**config.mk**
```make
export PLATFORM = sky130hd
export DESIGN_NAME = arcade_rom_loader
export DESIGN_NICKNAME = d
export VERILOG_FILES = /design/src/rtl/arcade_loader_pkg.sv /design/src/rtl/arcade_rom_region_dec.sv /design/src/rtl/arcade_rom_loader.sv
export SDC_FILE = /design/constraint.sdc
export NUM_CORES = 1
export LEC_CHECK = 0
export CORE_ASPECT_RATIO = 0.5
export CORE_MARGIN = 3
export CORE_UTILIZATION = 44
export CTS_BUF_LIST = sky130_fd_sc_hd__clkbuf_8
export DETAILED_ROUTE_END_ITERATION = 12
export MAX_ROUTING_LAYER = met4
export PLACE_DENSITY = 0.83
export SLEW_MARGIN = 20
export SYNTH_ARGS = -nofsm -noshare
export SYNTH_HDL_FRONTEND = slang
export SYNTH_SLANG_ARGS = --single-unit
```
**constraint.sdc**
```tcl
create_clock -name clk -period 2.25 [get_ports clk]
set_input_delay 0.675 -clock clk [delete_from_list [all_inputs] [get_ports clk]]
set_output_delay 0.675 -clock clk [all_outputs]
set_load 0.005 [all_outputs]
```
**src/rtl/arcade_loader_pkg.sv**
```systemverilog
// Purpose : shared types and constants for the arcade ROM loader.
// Latency : n/a (types and constants only).
// Backpressure: n/a.
package arcade_loader_pkg;

  // Loader sequencing states.
  typedef enum logic [1:0] {
    ST_IDLE   = 2'd0,
    ST_LOAD   = 2'd1,
    ST_SETTLE = 2'd2,
    ST_DONE   = 2'd3
  } state_e;

  // Destination of one downloaded byte.
  typedef enum logic [1:0] {
    RGN_NONE = 2'd0,
    RGN_ROM  = 2'd1,
    RGN_PROM = 2'd2
  } region_e;

  localparam int PROM_BYTES = 256;  // bytes per colour/timing PROM
  localparam int PROM_LW    = 8;    // log2(PROM_BYTES)

endpackage

```
**src/rtl/arcade_rom_region_dec.sv**
```systemverilog
// Purpose : decodes an ioctl byte address into ROM / PROM / out-of-range.
// Latency : combinational, zero cycles.
// Backpressure: none; pure function of addr.
// Ports   : addr (byte address) -> region, prom_idx (PROM number),
//           word_addr (ROM word address), lane_hi (1 = high byte lane).
module arcade_rom_region_dec
  import arcade_loader_pkg::*;
#(
  parameter int AW       = 25,
  parameter int PW       = 17,
  parameter int ROM_END  = 'h1C000,
  parameter int PROM_NUM = 8,
  parameter int IW       = (PROM_NUM > 1) ? $clog2(PROM_NUM) : 1
) (
  input  logic [AW-1:0] addr,
  output region_e       region,
  output logic [IW-1:0] prom_idx,
  output logic [PW-1:0] word_addr,
  output logic          lane_hi
);

  localparam logic [AW-1:0] ROM_LIM  = AW'(ROM_END);
  localparam logic [AW-1:0] PROM_LIM = AW'(ROM_END + PROM_BYTES * PROM_NUM);

  always_comb begin
    region = RGN_NONE;
    if (addr < ROM_LIM) begin
      region = RGN_ROM;
    end else if (addr < PROM_LIM) begin
      region = RGN_PROM;
    end
  end

  // Only meaningful when region is RGN_PROM; the caller gates on region.
  assign prom_idx  = IW'((addr - ROM_LIM) >> PROM_LW);
  assign word_addr = addr[PW:1];
  assign lane_hi   = addr[0];

endmodule

```
**src/rtl/arcade_rom_loader.sv**
```systemverilog
// Purpose : turns the HPS ioctl byte stream into ROM lane writes and PROM writes,
//           and holds the game core in reset until the image is loaded and settled.
// Latency : one cycle from ioctl_wr to prog_we/prom_we; all outputs registered.
// Backpressure: none; accepts one byte per cycle indefinitely.
// Ports   : clk, rst (sync, active high); downloading/ioctl_addr/ioctl_data/ioctl_wr
//           from hps_io; prog_* to the ROM store; prom_we/prom_addr (data on
//           prog_data) to the PROMs; loader_rst, rom_ready, overflow status.
module arcade_rom_loader
  import arcade_loader_pkg::*;
#(
  parameter int AW       = 25,
  parameter int PW       = 17,
  parameter int ROM_END  = 'h1C000,
  parameter int PROM_NUM = 8,
  parameter int RST_HOLD = 16
) (
  input  logic                clk,
  input  logic                rst,
  input  logic                downloading,
  input  logic [AW-1:0]       ioctl_addr,
  input  logic [7:0]          ioctl_data,
  input  logic                ioctl_wr,
  output logic [PW-1:0]       prog_addr,
  output logic [7:0]          prog_data,
  output logic [1:0]          prog_mask,
  output logic                prog_we,
  output logic [PROM_NUM-1:0] prom_we,
  output logic [7:0]          prom_addr,
  output logic                loader_rst,
  output logic                rom_ready,
  output logic                overflow
);

  localparam int IW = (PROM_NUM > 1) ? $clog2(PROM_NUM) : 1;
  localparam int CW = (RST_HOLD > 1) ? $clog2(RST_HOLD) : 1;

  state_e        state, state_nx;
  logic [CW-1:0] hold_cnt;

  region_e       rgn;
  logic [IW-1:0] rgn_idx;
  logic [PW-1:0] rgn_waddr;
  logic          rgn_hi;
  logic          wr_acc;

  logic [PW-1:0]       prog_addr_nx;
  logic [7:0]          prog_data_nx;
  logic [1:0]          prog_mask_nx;
  logic                prog_we_nx;
  logic [PROM_NUM-1:0] prom_we_nx;
  logic [7:0]          prom_addr_nx;
  logic                loader_rst_nx;
  logic                rom_ready_nx;
  logic                overflow_nx;

  arcade_rom_region_dec #(
    .AW(AW), .PW(PW), .ROM_END(ROM_END), .PROM_NUM(PROM_NUM), .IW(IW)
  ) u_dec (
    .addr     (ioctl_addr),
    .region   (rgn),
    .prom_idx (rgn_idx),
    .word_addr(rgn_waddr),
    .lane_hi  (rgn_hi)
  );

  // Bytes are only taken while in LOAD; this includes the cycle in which
  // downloading falls, since the state is still LOAD then.
  assign wr_acc = (state == ST_LOAD) && ioctl_wr;

  // State register.
  always_ff @(posedge clk) begin
    if (rst) state <= ST_IDLE;
    else     state <= state_nx;
  end

  // Settle counter: loaded on leaving LOAD, runs down while in SETTLE.
  always_ff @(posedge clk) begin
    if (rst) begin
      hold_cnt <= '0;
    end else if (state == ST_LOAD && !downloading) begin
      hold_cnt <= CW'(RST_HOLD - 1);
    end else if (state == ST_SETTLE && hold_cnt != '0) begin
      hold_cnt <= hold_cnt - CW'(1);
    end
  end

  // Next-state logic.
  always_comb begin
    state_nx = state;
    case (state)
      ST_IDLE:   if (downloading) state_nx = ST_LOAD;
      ST_LOAD:   if (!downloading) state_nx = ST_SETTLE;
      ST_SETTLE: begin
        if (downloading)          state_nx = ST_LOAD;
        else if (hold_cnt == '0)  state_nx = ST_DONE;
      end
      ST_DONE:   if (downloading) state_nx = ST_LOAD;
      default:   state_nx = ST_IDLE;
    endcase
  end

  // Output logic: next values for the output registers. Status follows the
  // next state so loader_rst/rom_ready change in the same cycle the state does.
  always_comb begin
    prog_addr_nx  = prog_addr;
    prog_data_nx  = prog_data;
    prog_mask_nx  = prog_mask;
    prog_we_nx    = 1'b0;
    prom_we_nx    = '0;
    prom_addr_nx  = prom_addr;
    overflow_nx   = overflow;
    loader_rst_nx = (state_nx != ST_DONE);
    rom_ready_nx  = (state_nx == ST_DONE);

    if (state != ST_LOAD && state_nx == ST_LOAD) begin
      overflow_nx = 1'b0;
    end

    if (wr_acc) begin
      case (rgn)
        RGN_ROM: begin
          prog_addr_nx = rgn_waddr;
          prog_data_nx = ioctl_data;
          prog_mask_nx = rgn_hi ? 2'b01 : 2'b10;
          prog_we_nx   = 1'b1;
        end
        RGN_PROM: begin
          prom_we_nx   = PROM_NUM'(1) << rgn_idx;
          prom_addr_nx = ioctl_addr[7:0];
          prog_data_nx = ioctl_data;
        end
        default: overflow_nx = 1'b1;
      endcase
    end
  end

  // Output registers.
  always_ff @(posedge clk) begin
    if (rst) begin
      prog_addr  <= '0;
      prog_data  <= '0;
      prog_mask  <= 2'b11;
      prog_we    <= 1'b0;
      prom_we    <= '0;
      prom_addr  <= '0;
      loader_rst <= 1'b1;
      rom_ready  <= 1'b0;
      overflow   <= 1'b0;
    end else begin
      prog_addr  <= prog_addr_nx;
      prog_data  <= prog_data_nx;
      prog_mask  <= prog_mask_nx;
      prog_we    <= prog_we_nx;
      prom_we    <= prom_we_nx;
      prom_addr  <= prom_addr_nx;
      loader_rst <= loader_rst_nx;
      rom_ready  <= rom_ready_nx;
      overflow   <= overflow_nx;
    end
  end

endmodule

```
==> Word-level counts from Yosys, hierarchy flattened <==
Index checks and enable logic that the tools add are counted.
{ "classes": {"muxes": 14, "n_addsub": 2, "n_eq_ne": 9, "magnitude_cmp": 2, "reduce_logical": 16, "shifts": 1, "bitwise_logic": 2} }
{ "op_table": {"columns": ["operator", "count"], "rows": [
  ["25-bit by 17-bit < comparator with 1-bit output, second input constant", 2],
  ["2-bit 2-to-1 mux", 7],
  ["11-bit by 1-bit subtractor with 11-bit output, second input constant", 1],
  ["2-bit == test, second input constant", 4],
  ["4-bit 2-to-1 mux", 2],
  ["1-bit by 3-bit left shift with 8-bit output, first input constant", 1],
  ["2-bit by 1-bit == test with 1-bit output, second input constant", 3],
  ["2-bit one-hot mux with 3 select lines", 1],
  ["2-bit AND reduction", 3],
  ["2-bit OR reduction", 3],
  ["1-bit logical AND", 4],
  ["4-bit logical NOT", 1],
  ["1-bit 2-to-1 mux", 4],
  ["4-bit nonzero test", 1],
  ["4-bit by 1-bit subtractor with 4-bit output, second input constant", 1],
  ["3-bit OR reduction", 1],
  ["2-bit logical NOT", 1],
  ["2-bit by 1-bit inequality test with 1-bit output, second input constant", 1],
  ["2-bit inequality test, second input constant", 1],
  ["1-bit inverter", 2],
  ["2-bit nonzero test", 1],
  ["1-bit logical NOT", 1]
]} }
{ "word_totals": {"output_inout_bits": 47, "ff_bits": 53, "wordCells": 57} }

==> Depth between registers and ports, before layout <==
Gate-level depths: netlist (run 1).
{ "logic_depth": {"ltp_word": 9, "depth_mapped": 7, "ltp_nobuf": 6} }

==> Hierarchy <==
From an unflattened synthesis (run 1), not the netlist that was laid out.
{ "hier_totals": {"cells_unflattened": 249, "hier_area_um2": 2192.1} }
{ "modules_own_cells": {"columns": ["module", "n_inst", "seq_area_each_um2", "area_per_inst_um2", "cells_per_inst"], "rows": [
  ["arcade_rom_loader", 1, 1061.0, 1984.4, 222],
  ["arcade_rom_region_dec", 1, 0.0, 207.7, 27]
]} }

==> Least setup slack after synthesis (run 1) <==
No wires, ideal clock.
{ "synth_timing": {"path_type": "in2reg", "startpoint": "input port ioctl_addr[21]", "endpoint": "register prog_addr[10]", "t_required_ps": 2180, "setup_slack_ps": 145, "stages": 5, "arrival_ps": 2035, "path_cell_list": "or4_4 nor4_4 buf_6 nand2_1 a21oi_2"} }
{ "synth_between": {"elab_chain_cells": 5, "elab_cells_between_ends": 6} }
{ "synth_rtl": {"columns": ["item", "line", "text"], "rows": [
  ["from (decl)", "arcade_rom_loader.sv:20", "input logic [AW-1:0] ioctl_addr,"],
  ["25-bit by 17-bit < comparator with 1-bit output", "arcade_rom_region_dec.sv:29", "end else if (addr < PROM_LIM) begin"],
  ["2-bit 2-to-1 mux", "arcade_rom_region_dec.sv:29", null],
  ["2-bit 2-to-1 mux (*)", "arcade_rom_region_dec.sv:27", "if (addr < ROM_LIM) begin"],
  ["2-bit by 1-bit == test with 1-bit output (*)", "arcade_rom_loader.sv:120", "case (rgn)"],
  ["2-bit AND reduction (no line) (*)", null, null],
  ["to (signal assigned)", "arcade_rom_loader.sv:150", "prog_addr <= prog_addr_nx;"],
  ["to (decl)", "arcade_rom_loader.sv:23", "output logic [PW-1:0] prog_addr,"]
]} }
Mark *: on every way between the ends. The rest lies on a longest branch, timed or not.
A chain may end at the register's enable or synchronous reset.

==> Worst setup path in the final report (run 1) <==
{ "layout_timing": {"startpoint": "input port ioctl_addr[21]", "endpoint": "register prog_addr[7]"} }
The elaborated chain is that of the path after synthesis.

==> run_results.csv, run 1 <==
group,metric,value,unit
critical_path,crit_fanout,11,
die,rows,17,
route,via_count,2026,
die,dieArea,5700,sq um
synth,yosysWarnings,0,
die,core_area,4510,sq um
place,hpwl,4090,microns
power_and_ir_drop,internal_power,1.56,mW
global_route,antenna_found_initial,0,
route,routed_via_density,5.14,
synth,synth.area.top_cells,"dfxtp_1 50%, nand2_1 7.5%, a21oi_1 5.0%",
synth,synth-xor-area-share,0.00416,
power_and_ir_drop,power_frac_seq,0.483,
sta,setup_tns,0,ps
die,die_w,104,microns
sta,finalHoldViolations,0,
sta,slew_headroom,0.664,
place,place_congestion,0.880,
sta,tightest_slew,505,ps
synth,yosysTopAreaCell,"dfxtp_1",
finish,postLayoutCoreUtil,0.712,
global_route,grt_pass1_wl,8200,microns
sta,setup-violations-final,0,
synth,netlist_instances,232,
critical_path,critPathRequiredTime,2480,ps
clocking,cts_max_level,2,
synth,synth_fp_nets,273,
route,routed_wl,5380,microns
sta,rsz0062_at_grt,"yes",
sta,fmax,459,MHz
sta,skew,4.51,ps
global_route,grt_max_degree,27,
global_route,grt_pass1_vias,1842,
power_and_ir_drop,clkPwrFrac,0.312,
synth,syn_avg_cell_area,9.07,sq um
die,num_io_pins,84,
synth,synth_commonest_cells,"53 x dfxtp_1, 42 x nand2_1, 21 x a21oi_1",
synth,synth_top_family_by_area,"simple AND/OR/NAND/NOR gates",
place,dpl_worst_slack,-267,ps
finish,seqCellArea,1060,sq um
synth,synth_seq_cells,53,
sta,maxSlewViolCount,0,
finish,n_fill_cell,365,
synth,syn_area,2100,sq um
finish,syn2layout_area_growth,52.6,%
power_and_ir_drop,power.leakage,1.18,nW
hold_path,hp-class,"flip-flop to flip-flop",
critical_path,start_kind,"primary input",
power_and_ir_drop,combPwrFrac,0.205,
finish,antenna_cells,0,
status,outcome,"completed",
sta,fin_crit,2180,ps
synth,yosysSeqAreaShare,0.504,
route,post-route-drc-count,0,
global_route,gr-total-overflow,0,
die,initial_core_util,0.467,
clocking,clockRootBuffer,"clkbuf_8",
clocking,clk_latency,310,ps
sta,final.setup.worst_slack,71.4,ps
synth,synth_compound_area_frac,0.146,
finish,final_cells,394,
clocking,cts_num_sinks,53,
die,die_h,54.9,microns
route,dr.pass1.iters,4,
finish,layout-drive-gt1-share,0.119,
finish,finalInstanceArea,3210,sq um
critical_path,cp-end-kind,"flip-flop",
power_and_ir_drop,ir_worst_vdd,0.000356,V
place,port_buffers,83,
power_and_ir_drop,power.switching,551,uW
synth,yosysMostFrequentCell,"dfxtp_1",
finish,fin_nets,368,
synth,async_reset_ff_frac,0,
critical_path,cp.arrival,2410,ps
flow_run,drv_cap,0,
power_and_ir_drop,swShare,0.261,
synth,synth_top_area_share,0.504,
route,ant_nets,0,
synth,yosys.area_share.simple,0.251,
critical_path,path_class,"primary input to flip-flop",
power_and_ir_drop,power.density,658,nW/um^2
clocking,clk_pin_slew,90,ps
place,placedCellCount,386,
synth,synth_edf_count,0,
finish,multiInputGateArea,992,sq um
sta,period_share,0.968,
route,first_iter_violations,55,
synth,muxShareOfSynthArea,0.0434,
place,place_area,3080,sq um
clocking,cts_buffer_depth,2,
clocking,cts-buffers-inserted,5,
route,wl_per_cell,13.7,microns
synth,synth-main-ff-cell,"dfxtp_1",
synth,synth_cell_types,40,
synth,yosys.area_share.adder,0.0238,
global_route,grt_usage,0.186,
clocking,post-cts-setup-buffers,0,
clocking,cts_tree,"built",
## path summary, 6_finish.rpt
| kind | start | end | slack, ps | depth (start not counted) |
|---|---|---|---|---|
| setup / recovery | ioctl_addr[21] | prog_addr[7]$_SDFFE_PP0P_ | 70 | 6 |
| hold / removal | prog_addr[0]$_SDFFE_PP0P_ | prog_addr[0]$_SDFFE_PP0P_ | 470 | 2 |
| setup reg to reg | state[1]$_SDFF_PP0_ | loader_rst$_SDFF_PP1_ | 300 | 6 |
| hold reg to reg | prog_addr[0]$_SDFFE_PP0P_ | prog_addr[0]$_SDFFE_PP0P_ | 470 | 2 |
## cells by family after synthesis
group           Yosys count
simple gates            104
flops                    53
compound gates           48
buf+inv                  13
mux                       9
fa+ha+maj                 4
xor+xnor                  1
## power by group through the flow
stage                     clock network (mW)  logic, mW  registers [mW]
after floorplan                            0      0.249            1.03
after CTS                              0.660      0.429            1.02
final                                  0.658      0.433            1.02
after global placement                     0      0.401            1.04
after detailed placement                   0      0.422            1.04
after global routing                   0.695      0.475            1.03
## timing repair
action,4_1_cts,5_1_grt
hold buffers,0,0
resized for setup,0,2
endpoints found under the setup margin,0,1
## placed cells by master (no fill, tap or decap), drive strengths merged, types with 2 or more instances in the layout
cell type | Yosys | routed
a21oi | 29 | 29
and2 | 2 | 2
buf | 4 | 14
clkbuf | 4 | 6
clkdlybuf4s50 | 0 | 82
dfxtp | 53 | 53
ha | 4 | 4
inv | 5 | 6
mux2i | 8 | 8
nand2 | 42 | 42
nand3 | 12 | 12
nand3b | 2 | 2
nor2 | 18 | 18
nor2b | 3 | 3
nor3 | 9 | 9
nor4 | 4 | 4
nor4b | 2 | 2
o211ai | 2 | 2
o21ai | 9 | 9
o22a | 2 | 2
or3 | 2 | 2
or4 | 2 | 2
## critical path: stages
cell and delay [ps]:
clkdlybuf4s50_1 430, or4_4 580, nor4_4 310, buf_6 190, nand2_1 60, a21oi_1 160
## routing by layer
metal | global-route usage | routed length (microns) | vias to the layer above
li1 | - | - | 1002
met1 | 0.210 | 2280 | 960
met2 | 0.354 | 2830 | 59
met3 | 0.0371 | 232 | 5
met4 | 0.0464 | 35 | 0
met5 | - | 0 | -
## stage by stage
stage	total power [mW]	hold WS, ps
4_1_cts	2.11	472
6_report	2.11	470
2_1_floorplan	1.28	448
3_5_place_dp	1.46	450
5_1_grt	2.20	488
3_3_place_gp	1.44	444
## sequential cells by signal (all words and copies together) (netlist names)
register    cells
rom_ready       1
prog_addr      17
prom_we         8
prom_addr       8
hold_cnt        4
state           2
prog_mask       2
loader_rst      1
overflow        1
prog_we         1
prog_data       8
## layout make-up
class,count,area share
Inverter,5,0.00585
Tap cell,66,0.0257
Clock buffer,6,0.0257
Multi-Input combinational cell,166,0.309
Timing Repair Buffer,96,0.293
Sequential cell,53,0.330
Clock inverter,2,0.0105
(Power assumes the default switching activity.)
==> run 2, diff against run 1 <==
- CORE_UTILIZATION: 44 -> 48
- PLACE_DENSITY: 0.83 -> 0.89
- clock period: 2.25 -> 2.62 ns (I/O delays scaled with it)
==> run 2 against run 1 <==
Net effect: cell count fell by 3.6%; combinational power fell by 18%; worst setup slack improved by 190 ps; flip-flop and latch count did not move; count of clock-buffer cells in the layout did not move; critical path type unchanged; largest cell class unchanged; largest power group unchanged.
==> run_results.csv, run 2 (synthesis results as in run 1) <==
group,metric,value,unit
sta,fin_crit,2360,ps
sta,tightest_slew,573,ps
route,ant_nets,0,
global_route,gr-total-overflow,0,
sta,period_share,0.900,
route,post-route-drc-count,0,
finish,syn2layout_area_growth,50.1,%
route,wl_per_cell,15.2,microns
clocking,cts-buffers-inserted,5,
critical_path,crit_fanout,7,
die,die_h,52.8,microns
finish,n_fill_cell,301,
die,num_io_pins,84,
critical_path,max_stage_delay,590,ps
clocking,cts_buffer_depth,2,
die,die_w,99.6,microns
flow_run,drv_cap,0,
route,via_count,2052,
finish,layout-drive-gt1-share,0.110,
clocking,clk_pin_slew,90,ps
clocking,post-cts-setup-buffers,0,
status,outcome,"completed",
power_and_ir_drop,power.leakage,1.17,nW
sta,setup-violations-final,0,
clocking,clk_latency,300,ps
power_and_ir_drop,power.density,570,nW/um^2
global_route,grt_max_degree,34,
critical_path,slowest_stage,"or4_4",
critical_path,cp-end-kind,"flip-flop",
sta,maxSlewViolCount,0,
critical_path,start_kind,"primary input",
critical_path,critPathBufInv,2,
clocking,cts_tree,"built",
sta,final.setup.worst_slack,263,ps
finish,final_common_cell,"clkdlybuf4s50_1",
global_route,grt_pass1_wl,9170,microns
die,core_area,4060,sq um
die,dieArea,5260,sq um
hold_path,hp-class,"flip-flop to flip-flop",
global_route,grt_pass1_vias,1958,
finish,largest_reg_flops,17,
sta,rsz0062_at_grt,"no",
place,dpl_worst_slack,2.83,ps
finish,final_cell_mix,"82 x clkdlybuf4s50_1, 53 x dfxtp_1, 42 x nand2_1",
finish,fin_nets,366,
route,routed_wl,5780,microns
clocking,cts_num_sinks,53,
sta,finalHoldViolations,0,
global_route,antenna_found_initial,0,
finish,registers.top_by_ff_count,"prog_addr",
place,port_buffers,83,
clocking,ctsResizeCount,0,
power_and_ir_drop,ir_worst_vdd,0.000334,V
critical_path,cp_top_family,"simple AND/OR/NAND/NOR gates",
route,dr.pass1.iters,4,
critical_path,critPathRequiredTime,2840,ps
global_route,grt_usage,0.227,
sta,skew,2.57,ps
place,hpwl,4430,microns
route,routed_via_density,5.40,
sta,slew_headroom,0.618,
clocking,cts_max_level,2,
critical_path,path_class,"primary input to flip-flop",
place,place_congestion,0.873,
finish,antenna_cells,0,
die,rows,16,
critical_path,cp.arrival,2580,ps
clocking,holdBufCountCts,0,
route,first_iter_violations,156,
clocking,clockRootBuffer,"clkbuf_8",
critical_path,crit_chain,"clkdlybuf4s50_1 -> or4_4 -> nor4_4 -> buf_4 -> nand2_1 -> a21oi_1",
sta,fmax,424,MHz
sta,setup_tns,0,ps
die,initial_core_util,0.518,
-- run 2: path summary, 6_finish.rpt --
path                                           startpoint                        end  cells after the start  slack [ps]
worst min-delay path            prog_addr[1]$_SDFFE_PP0P_  prog_addr[1]$_SDFFE_PP0P_                      2         470
worst max-delay path                       ioctl_addr[21]  prog_addr[4]$_SDFFE_PP0P_                      6         260
worst max register to register        state[1]$_SDFF_PP0_      loader_rst$_SDFF_PP1_                      6         650
worst min register to register  prog_addr[1]$_SDFFE_PP0P_  prog_addr[1]$_SDFFE_PP0P_                      2         470
-- run 2: cell type report --
cell class	instances	area, sq um	share of cell area
sequential	53	1060	0.336
multi-input combinational	166	986	0.312
timing repair buffer	94	908	0.288
clock buffer	6	82.6	0.0261
tap	54	67.6	0.0214
clock inverter	2	33.8	0.0107
inverter	5	18.8	0.00594
-- run 2: per-stage QoR --
step | cell area, sq um | power [mW] | hold WS (ps) | std cells | utilization
final | 3160 | 1.80 | 466 | 380 | 0.777
after global routing | 3160 | 1.88 | 473 | 380 | 0.777
after CTS | 3160 | 1.80 | 463 | 380 | 0.777
after detailed placement | 3040 | 1.24 | 447 | 372 | 0.748
after global placement | 3040 | 1.21 | 440 | 372 | 0.748
after floorplan | 2100 | 1.10 | 448 | 232 | -
-- run 2: routing by layer --
layer  GRT usage  wire length (microns)  vias up
met1       0.262                   2380      977
met2       0.404                   3030       66
li1            -                      -      997
met3      0.0505                    266       12
met4      0.0658                     95        0
met5           -                      0        -
-- run 2: tightest hold or removal path, stage by stage (launching register included) --
cell	delay, ps
dfxtp_1	330
nand2_1	50
a21oi_1	50
-- run 2: power breakdown --
| part | internal (mW) | switching [mW] | total (mW) |
|---|---|---|---|
| sequential | 0.841 | 0.0357 | 0.877 |
| clock | 0.308 | 0.261 | 0.569 |
| combinational | 0.173 | 0.181 | 0.353 |
| total | 1.32 | 0.477 | 1.80 |
==> RTL edit 1, RTL diff (settings of run 2) <==
The parameter `RST_HOLD` goes from 16 to 32.
--- a/src/rtl/arcade_rom_loader.sv
+++ b/src/rtl/arcade_rom_loader.sv
@@ -12,7 +12,7 @@
   parameter int PW       = 17,
   parameter int ROM_END  = 'h1C000,
   parameter int PROM_NUM = 8,
-  parameter int RST_HOLD = 16
+  parameter int RST_HOLD = 32
 ) (
   input  logic                clk,
   input  logic                rst,
Check against the original RTL: no difference found for any inputs over 10 cycles, from zero or initial values and one cycle with rst high; that may be too few to reach the edited logic, so the function may still have changed.
==> RTL edit 1 against run 2 <==
  * Routed wire length fell by 2.6%
  * Setup slack better by 0.12 ns
  * Area after synthesis rose by 3.3%
  * Worst hold slack gained 0.0046 ns
  * Design area is 0.63% higher
  * Sequential power grew 2%
  * First-iteration DRC count fell by 42%
  * Total power hardly changed
  * Non-clock buffer count is 1 lower
  * Critical path depth stayed put
  * Sequential cell count up 1
  * Critical path type unchanged
  * Critical endpoint is now prom_we[4]
  * Largest cell class unchanged
  * Largest power group unchanged
==> RTL edit 1: results (changes against run 2) <==
status=finished clean; detailed-route wire length=5630 microns (-2.6%); dpl hpwl=4120 microns (-7.0%); Synth Area per Inst=9.84 sq um (+8.5%); H-tree depth=2 (unchanged); CP peak stage delay=0.45 ns (-0.14 ns); fmax=0.446 GHz (+5.2%); Pint=1.24 mW (-6.3%); Seq/Total Area, Yosys=0.497 (-0.00704); Routability Congestion=0.792 (-9.3%); Synth area leaders=dfxtp_1, mux2i_1, nor2_1, nand2_1, ha_1; postcts setup bufs=0 (unchanged); Placed Area=3090 sq um (+1.7%); clk_skew=0.00706 ns (+0.00449 ns); Hold EP=prom_addr[7]; worst min-delay path startpoint=prom_addr[7]; DR iter-0 viols=90 (-42%); vias in the first global route=1941 (-0.87%); dpl cells=358 (-3.8%); first-pass GRT wire length=9160 microns (-0.15%); drt via density=5.21 (-3.6%); filler cell count=281 (-6.6%); final non-filler cell total=365 (-3.9%); Slew Limit Headroom=0.636 (+0.0176); initial antenna violation count=0 (unchanged); CP Data Arrival Time=2.46 ns (-0.12 ns); pin count of the biggest net entering global routing=30 (-12%); Slowest-stage cell, CP=clkdlybuf4s50_1; Pleak=1.29 nW (+11%); post-layout net count=353 (-3.6%); layout cell share with drive strength beyond 1=0.0900 (-0.0204); worst-path maximum fanout=9 (+2); syn nets=263 (-3.7%); R2R Path Start=hold_cnt[0]; First-pass DRT Iterations=4 (unchanged); VDD IR-drop max=0.414 mV (+24%); Total Routing Usage GR=0.222 (-0.00454); Yosys Warn Count=0 (unchanged)
-- RTL edit 1: worst max path at each step --
stage                   start          to  slack [ns]  cells after the start
2_1_floorplan  ioctl_addr[19]  prom_we[4]        0.58                      5
3_3_place_gp   ioctl_addr[19]  prom_we[4]        0.12                      6
3_5_place_dp   ioctl_addr[19]  prom_we[4]        0.06                      6
4_1_cts        ioctl_addr[19]  prom_we[4]        0.38                      6
5_1_grt        ioctl_addr[17]  prom_we[4]        0.26                      6
6_report       ioctl_addr[19]  prom_we[4]        0.38                      6
-- RTL edit 1: critical path: cells and delay by family --
family / cells / cell delay [ns]
buf+inv: 2 / 0.65
simple gates: 4 / 1.02
-- RTL edit 1: cells by family (layout without fill, tap and decap cells) --
logic type               count (synthesis)  after routing  share of synthesized area
AO/OA/AOI/OAI                           26             26                     0.0788
XOR/XNOR                                 4              4                     0.0161
adder cells (fa/ha/maj)                  5              5                     0.0288
buffers and inverters                   17            107                     0.0368
flip-flops                              54             54                      0.497
multiplexers                            26             26                      0.120
AND/OR/NAND/NOR                         89             89                      0.222
-- RTL edit 1: per-stage QoR --
| step | setup slack [ns] | utilization | hold slack, ns |
|---|---|---|---|
| after floorplan | 0.584 | - | 0.451 |
| after global placement | 0.118 | 0.750 | 0.446 |
| after detailed placement | 0.0616 | 0.750 | 0.455 |
| after CTS | 0.381 | 0.771 | 0.473 |
| after global routing | 0.263 | 0.771 | 0.492 |
| final | 0.380 | 0.771 | 0.471 |
-- RTL edit 1: cell type report --
type,count,share of cell area
multi-input cells,150,0.319
clock inverters,2,0.00472
well taps,54,0.0213
inverters,7,0.00827
repair buffers,93,0.285
clock buffers,5,0.0217
flip-flops and latches,54,0.340
-- RTL edit 1: routing by layer --
metal  GRT usage  vias to the layer above  part of all wire
li1            -                      937                 -
met1       0.251                      906              0.42
met2       0.417                       52              0.52
met3      0.0517                        6             0.049
met4      0.0353                        0            0.0084
met5           -                        -                 0
-- RTL edit 1: power groups by stage --
stage	registers, mW	clock network [mW]	logic [mW]
after global placement	0.907	0	0.407
final	0.894	0.459	0.445
after global routing	0.899	0.489	0.494
after floorplan	0.904	0	0.313
after CTS	0.893	0.459	0.442
after detailed placement	0.911	0	0.431
==> RTL edit 2, RTL diff (config.mk and constraints of run 2) <==
Made on the original files. Register the output `overflow` once more; this adds one clock of latency there. The other outputs are not delayed to match.
--- a/src/rtl/arcade_rom_loader.sv
+++ b/src/rtl/arcade_rom_loader.sv
@@ -33,6 +33,8 @@
 
   localparam int IW = (PROM_NUM > 1) ? $clog2(PROM_NUM) : 1;
   localparam int CW = (RST_HOLD > 1) ? $clog2(RST_HOLD) : 1;
+
+  logic overflow_s0;
 
   state_e        state, state_nx;
   logic [CW-1:0] hold_cnt;
@@ -108,7 +110,7 @@
     prog_we_nx    = 1'b0;
     prom_we_nx    = '0;
     prom_addr_nx  = prom_addr;
-    overflow_nx   = overflow;
+    overflow_nx   = overflow_s0;
     loader_rst_nx = (state_nx != ST_DONE);
     rom_ready_nx  = (state_nx == ST_DONE);
 
@@ -145,7 +147,7 @@
       prom_addr  <= '0;
       loader_rst <= 1'b1;
       rom_ready  <= 1'b0;
-      overflow   <= 1'b0;
+      overflow_s0 <= 1'b0;
     end else begin
       prog_addr  <= prog_addr_nx;
       prog_data  <= prog_data_nx;
@@ -155,8 +157,12 @@
       prom_addr  <= prom_addr_nx;
       loader_rst <= loader_rst_nx;
       rom_ready  <= rom_ready_nx;
-      overflow   <= overflow_nx;
+      overflow_s0 <= overflow_nx;
     end
+  end
+
+  always_ff @(posedge clk) begin
+    overflow <= overflow_s0;
   end
 
 endmodule
Formal check against the unedited RTL: not equivalent (a bounded check fails within 4 cycles, from zero or initial values and one cycle with rst high).
==> RTL edit 2 against run 2 <==
  * Routed wire length fell by 4.6%
  * Via count shrank 1.1%
  * Sequential cell count increased by 1
  * Total power fell by 6.0%
  * Global-route usage down 0.62 points
  * Design area decreased by 0.67%
  * Critical path depth unchanged
  * First-iteration DRC count decreased by 38%
  * Area after synthesis is 0.95% higher
  * Clock skew is 0.0023 ns higher
  * Setup slack gained 0.079 ns
  * Clock power decreased by 20%
==> RTL edit 2: results (changes against run 2) <==
CP Data Arrival Time=2.52 ns (-0.06 ns); Pleak=1.15 nW (-1.3%); r2r worst-path depth=6 (unchanged); DR iter-0 viols=97 (-38%); Seq/Total Area, Yosys=0.509 (+0.00467); dpl hpwl=4150 microns (-6.4%); Slew Limit Headroom=0.590 (-0.0285); met3 usage=0.0434 (-0.00704); worst min-delay path startpoint=overflow_s0; r2r setup slk=0.74 ns (+0.09 ns); VDD IR-drop max=0.281 mV (-16%); Min Hold Slack=0.384 ns (-0.0823 ns); syn nets=274 (+0.37%); fmax=0.439 GHz (+3.5%); Yosys Warn Count=0 (unchanged); pre-CTS setup slack=0.0295 ns (+0.0267 ns); ANT cells=0 (unchanged); status=finished clean; worst-path maximum fanout=10 (+3); M1 GR Usage=0.257 (-0.00474); pin count of the biggest net entering global routing=33 (-2.9%); Routability Congestion=0.818 (-6.3%); met2 Use GR=0.381 (-0.0236); First-pass DRT Iterations=5 (+1); vias in the first global route=1918 (-2.0%); layout cell share with drive strength beyond 1=0.105 (-0.00549); detailed-route wire length=5510 microns (-4.6%); Synth area leaders=dfxtp_1, nand2_1, a21oi_1, mux2i_1, a21oi_2; Clock Tree Buf Depth=2 (unchanged); synth cell count leaders=dfxtp_1, nand2_1, a21oi_1, nor2_1, nand3_1; Total Routing Usage GR=0.220 (-0.00616); vias after detailed routing=2029 (-1.1%); clk_skew=0.00492 ns (+0.00235 ns); hold depth=0 (-2); Hold EP=overflow; first-pass GRT wire length=8870 microns (-3.3%)
==> RTL edit 2: changes by cell type in the layout (fill, tap and decap cells not counted), sizes merged <==
cell / before / now
bufinv: 1 / 0
dfxtp: 53 / 54
buf: 12 / 11
inv: 6 / 5
==> RTL edit 2: metrics by stage <==
stage,area (sq um),instances
final,3140,378
after global routing,3140,378
after CTS,3140,378
after detailed placement,3050,372
after global placement,3050,372
after floorplan,2120,233
==> RTL edit 2: layer usage <==
layer | vias to the layer above | wire (microns)
li1 | 998 | -
met1 | 948 | 2260
met2 | 72 | 2860
met3 | 11 | 289
met4 | 0 | 97
met5 | - | 0
==> RTL edit 2: cell families after synthesis <==
group                    Yosys count  synth area share
AO/OA/AOI/OAI                     48             0.145
XOR/XNOR                           1           0.00412
adder cells (fa/ha/maj)            4            0.0236
buffers and inverters             13            0.0271
flip-flops                        54             0.509
multiplexers                       9            0.0430
AND/OR/NAND/NOR                  104             0.249
==> RTL edit 2: how the worst max path moves through the flow <==
stage	start	to	cells after the start
after floorplan	ioctl_addr[21]	prog_addr[10]	5
after global placement	ioctl_addr[21]	prog_addr[9]	6
after detailed placement	ioctl_addr[21]	prog_data[3]	6
after CTS	ioctl_addr[21]	prog_data[3]	6
after global routing	ioctl_addr[19]	prom_addr[1]	6
final	ioctl_addr[21]	prog_addr[11]	6
==> RTL edit 2: worst register-to-register path, delay by kind of cell, from the launching register on <==
family	cells	cell delay, ns
and+or+nand+nor	4	1.04
buffers and inverters	1	0.08
adders and majority gates	1	0.26
DFF	1	0.40
==> RTL edit 2: power by group <==
part           leakage [nW]  switching, mW  total [mW]  internal [mW]
Clock                0.0431          0.250       0.454          0.204
Sequential            0.436         0.0360       0.897          0.861
Combinational         0.671          0.168       0.340          0.172
==> RTL edit 2: final cells by class <==
class	instances	area, sq um
flip-flops and latches	54	1080
multi-input cells	166	986
clock buffers	6	82.6
fillers	286	947
well taps	54	67.6
repair buffers	93	901
inverters	5	18.8
